[src/rtl/xadc_drp_arbiter.sv]
// xadc_drp_arbiter: two-requester round-robin arbiter in front of the XADC DRP port.
// Requester 0 is the config writer, requester 1 is the sample poller.
// Optional build macro XADC_DRP_TIMEOUT_EN adds a WAIT-state timeout that
// completes the transaction with ERR=1 after TIMEOUT_CYCLES cycles without DRDY.
//
// state | meaning
// IDLE  | no transaction; sample REQ_VALID and grant
// ISSUE | DEN (and DWE for writes) high for this one cycle
// WAIT  | waiting for DRDY (or timeout when enabled)
// DONE  | REQ_ACK pulse to the granted requester
module xadc_drp_arbiter #(
  parameter int unsigned TIMEOUT_CYCLES = 255
) (
  input  logic        DCLK,
  input  logic        RESET_N,
  input  logic [1:0]  REQ_VALID,
  input  logic [1:0]  REQ_WE,
  input  logic [13:0] REQ_ADDR,
  input  logic [31:0] REQ_DI,
  output logic [1:0]  REQ_ACK,
  output logic [15:0] RD_DATA,
  output logic        ERR,
  output logic [6:0]  DADDR,
  output logic        DEN,
  output logic        DWE,
  output logic [15:0] DI,
  input  logic [15:0] DO,
  input  logic        DRDY
);

  typedef enum logic [1:0] {IDLE, ISSUE, WAIT, DONE} state_t;

  if (TIMEOUT_CYCLES < 1 || TIMEOUT_CYCLES > 1023) begin : g_param_check
    $error("TIMEOUT_CYCLES out of range 1..1023");
  end

  state_t      state_q;
  logic        gnt_q;
  logic        we_q;
  logic        den_q;
  logic        dwe_q;
  logic [6:0]  daddr_q;
  logic [15:0] di_q;
  logic [15:0] rd_data_q;
  logic [1:0]  ack_q;

  logic        gnt_d;
  logic        we_d;
  logic [6:0]  addr_d;
  logic [15:0] di_d;

`ifdef XADC_DRP_TIMEOUT_EN
  localparam logic [9:0] TMO_LIMIT = 10'(TIMEOUT_CYCLES);
  logic [9:0] tmo_cnt_q;
  logic       err_q;
`endif

  // Round-robin pick: gnt_q doubles as the "last granted" pointer, so a tie
  // goes to the other requester; a lone requester always wins.
  always_comb begin
    gnt_d = REQ_VALID[1];
    if (REQ_VALID == 2'b11) begin
      gnt_d = ~gnt_q;
    end
    we_d   = gnt_d ? REQ_WE[1]       : REQ_WE[0];
    addr_d = gnt_d ? REQ_ADDR[13:7]  : REQ_ADDR[6:0];
    di_d   = gnt_d ? REQ_DI[31:16]   : REQ_DI[15:0];
  end

  // Transaction FSM with registered DRP and handshake outputs.
  always_ff @(posedge DCLK or negedge RESET_N) begin
    if (!RESET_N) begin
      state_q   <= IDLE;
      gnt_q     <= 1'b1;
      we_q      <= 1'b0;
      den_q     <= 1'b0;
      dwe_q     <= 1'b0;
      daddr_q   <= '0;
      di_q      <= '0;
      rd_data_q <= '0;
      ack_q     <= '0;
`ifdef XADC_DRP_TIMEOUT_EN
      tmo_cnt_q <= '0;
      err_q     <= 1'b0;
`endif
    end else begin
      case (state_q)
        IDLE: begin
          if (REQ_VALID != 2'b00) begin
            gnt_q   <= gnt_d;
            we_q    <= we_d;
            daddr_q <= addr_d;
            di_q    <= di_d;
            den_q   <= 1'b1;
            dwe_q   <= we_d;
            state_q <= ISSUE;
          end
        end
        ISSUE: begin
          den_q   <= 1'b0;
          dwe_q   <= 1'b0;
`ifdef XADC_DRP_TIMEOUT_EN
          tmo_cnt_q <= '0;
`endif
          state_q <= WAIT;
        end
        WAIT: begin
          if (DRDY) begin
            if (!we_q) begin
              rd_data_q <= DO;
            end
            ack_q   <= gnt_q ? 2'b10 : 2'b01;
            state_q <= DONE;
          end
`ifdef XADC_DRP_TIMEOUT_EN
          else if (tmo_cnt_q + 10'd1 == TMO_LIMIT) begin
            ack_q   <= gnt_q ? 2'b10 : 2'b01;
            err_q   <= 1'b1;
            state_q <= DONE;
          end else begin
            tmo_cnt_q <= tmo_cnt_q + 10'd1;
          end
`endif
        end
        DONE: begin
          ack_q   <= 2'b00;
`ifdef XADC_DRP_TIMEOUT_EN
          err_q   <= 1'b0;
`endif
          state_q <= IDLE;
        end
        default: state_q <= IDLE;
      endcase
    end
  end

  assign REQ_ACK = ack_q;
  assign RD_DATA = rd_data_q;
  assign DADDR   = daddr_q;
  assign DEN     = den_q;
  assign DWE     = dwe_q;
  assign DI      = di_q;

`ifdef XADC_DRP_TIMEOUT_EN
  assign ERR = err_q;
`else
  assign ERR = 1'b0;
`endif

endmodule
[config.mk]
export PLATFORM = sky130hd
export DESIGN_NAME = xadc_drp_arbiter
export DESIGN_NICKNAME = d
export VERILOG_FILES = /design/src/rtl/xadc_drp_arbiter.sv
export SDC_FILE = /design/constraint.sdc
export NUM_CORES = 1
export LEC_CHECK = 0
export ABC_AREA = 1
export CAP_MARGIN = 10
export CELL_PAD_IN_SITES_DETAIL_PLACEMENT = 0
export CELL_PAD_IN_SITES_GLOBAL_PLACEMENT = 1
export CORE_MARGIN = 4
export CORE_UTILIZATION = 30
export CTS_CLUSTER_DIAMETER = 120
export DETAILED_ROUTE_END_ITERATION = 8
export GPL_ROUTABILITY_DRIVEN = 1
export PLACE_DENSITY_LB_ADDON = 0.1
export SLEW_MARGIN = 40
export SYNTH_ARGS = -nofsm -noshare
export SYNTH_HDL_FRONTEND = slang
export SYNTH_SLANG_ARGS = --single-unit
[constraint.sdc]
create_clock -name DCLK -period 3.72 [get_ports DCLK]
set_input_delay 0.93 -clock DCLK [delete_from_list [all_inputs] [get_ports DCLK]]
set_output_delay 0.93 -clock DCLK [all_outputs]
set_load 0.005 [all_outputs]
==> impl_metrics.ini <==
[logic_synthesis]
yosysWarningCount = 0
synth_seq_cells = 47
synth_area_sq_um = 2300
syn_inst = 296
syn_nets = 370
synth_seq_area_share = 0.512
synth_cell_type_count = 19
postSynthAreaPerCell_sq_um = 7.77

[worst_setup_path]
start_kind = primary input
criticalPathCategory = in -> reg
crit_slowest_cell = clkdlybuf4s50_1
critPathMaxStageDelay_ps = 480
crit_fanout = 25
crit_arrival_ps = 2500
worstSetupEndpointType = flop
crit_top_cell = nand2_1
path_cells = clkdlybuf4s50_1, nand2_2, nand2_4, nand2_1, nand2_1, nand2_1, o21ai_0
required_ps = 3900

[layout]
final_common_cell = nand2_1
diodes = 0
layout-drive-gt1-share = 0.0447
utilization = 0.484
layout_common_cells = 140 x nand2_1, 110 x clkdlybuf4s50_1, 46 x dfrtp_1
area_delta_synth_final_pct = 55.1
layout.nets = 476

[pwr]
vdd_drop_max_mv = 0.293
clkPwrFrac = 0.162
p_sw_mw = 0.803
leakage_nw = 1.78
powerDensity_nw_per_um2 = 655
p_sw_frac = 0.344
combPwrFrac = 0.464
seqPwrFrac = 0.374
internal_power_mw = 1.53

[clocking]
clockBufferDepth = 2
clk_latency_ps = 300
cts_buffers = 5
cts_repair_resize_count = 0
clkTransAtPathRegs_ps = 90
htree_levels = 2
cts-root-buf = clkbuf_8
cts_tree = yes
cts_setup_buffers = 0
hold_buffers = 0
clock-sinks = 47

[floorplan]
core_sq_um = 7370
start_util = 0.312
rows = 31
dieWidth_um = 95.6
dieArea_sq_um = 9130
ios = 113
die_y_um = 95.6

[grt]
grt_pass1_vias = 2059
grt_max_degree = 33
grt_overflow = 0
antenna_found_initial = 0
grt_util_all_layers = 0.144
grt_pass1_wl_um = 10300

[timing]
finalMaxSlewViolations = 0
tns_ps = 0
layout_setup_ws_ps = 1400
fin_crit_ps = 2320
rsz0062_at_grt = no
fin_crit_sh = 0.625
hold_viol_final = 0
clock_skew_ps = 5.63
clock.fmax_ghz = 0.430
setup-violations-final = 0
worst_pin_slew_ps = 607
timing.slew.headroom = 0.595

[drt]
routed_wl_um = 6430
ant_nets = 0
num_vias = 2120
via_per_inst = 4.22
avgRoutedWirePerCell_um = 12.8
drcViolationCount = 0
drt_iter0_markers = 38
drtPass1Iterations = 4

[outcome]
status = complete, no violations

[min_path]
hp-class = reg -> reg

[placement]
dpl_worst_slack_ps = 1090
hpwl_um = 4690
gp_congestion = 0.789
port-buffer-count = 111

[flow_run]
cap_violations = 0
[logic make-up after synthesis]
kind of cell             count (synthesis)  share of synthesized area
other                                    1                    0.00163
buffers and inverters                   44                     0.0930
flip-flops                              47                      0.512
AND/OR/NAND/NOR                        172                      0.301
adder cells (fa/ha/maj)                  5                     0.0272
AO/OA/AOI/OAI                           27                     0.0653
[per-layer routing]
layer	share of wire	track usage	vias up	wire, um
met4	0.0095	0.0355	0	61
met3	0.10	0.0481	5	640
li1	-	-	1117	-
met2	0.43	0.215	78	2760
met1	0.46	0.201	920	2970
met5	0	0	-	0
[cells in the mapped netlist, drive strengths merged]
| library cell | count | area, sq um |
|---|---|---|
| nand2 | 142 | 543 |
| dfrtp | 46 | 1150 |
| inv | 29 | 111 |
| nand3 | 29 | 145 |
| o21ai | 25 | 136 |
| buf | 12 | 91.3 |
| ha | 5 | 62.6 |
| clkbuf | 3 | 11.3 |
| conb | 1 | 3.75 |
| dfstp | 1 | 26.3 |
| nor2 | 1 | 3.75 |
| o211ai | 1 | 7.51 |
| o22ai | 1 | 6.26 |
[worst paths after layout]
| kind | cells after the start | slack, ps | to | start |
|---|---|---|---|---|
| max | 7 | 1400 | we_q | REQ_VALID[0] |
| min | 2 | 480 | DI[7] | DI[7] |
| max reg2reg | 4 | 2000 | RD_DATA[3] | state_q[0] |
| min reg2reg | 2 | 480 | DI[7] | DI[7] |
| max in group asynchronous | 2 | 2300 | gnt_q | RESET_N |
| min in group asynchronous | 1 | 630 | DI[7] | RESET_N |
[power by group through the flow]
stage	combinational, mW	sequential, mW	clock [mW]
final	1.08	0.875	0.378
after global routing	1.23	0.907	0.415
after CTS	1.11	0.877	0.398
after detailed placement	1.11	0.883	0
after global placement	1.10	0.881	0
after floorplan	0.486	0.893	0
[state kept, by name (all words and copies together) (netlist names), 2 cells and up]
name,count
RD_DATA,16
REQ_ACK,2
state_q,2
DI,16
DADDR,7
[per-stage QoR]
step | std cells | hold WS [ps] | instance area, sq um | total power [mW]
3_5_place_dp | 494 | 464 | 3450 | 1.99
6_report | 502 | 484 | 3570 | 2.34
5_1_grt | 502 | 504 | 3570 | 2.55
4_1_cts | 502 | 488 | 3570 | 2.39
3_3_place_gp | 494 | 461 | 3450 | 1.98
2_1_floorplan | 296 | 472 | 2300 | 1.38
[area by class of cell]
cell class / instances / area [sq um]
fill: 741 / 3800
timing repair buffer: 114 / 1130
inverter: 29 / 111
clock buffer: 5 / 68.8
multi-input combinational: 205 / 913
tap: 99 / 124
sequential: 47 / 1180
clock inverter: 3 / 43.8
[critical path, delay by kind of cell]
kind	cells	cell delay, ps
buffers and inverters	1	480
AO/OA/AOI/OAI	1	80
AND/OR/NAND/NOR	5	1000
Note: power is estimated with default switching activity, not from simulation.
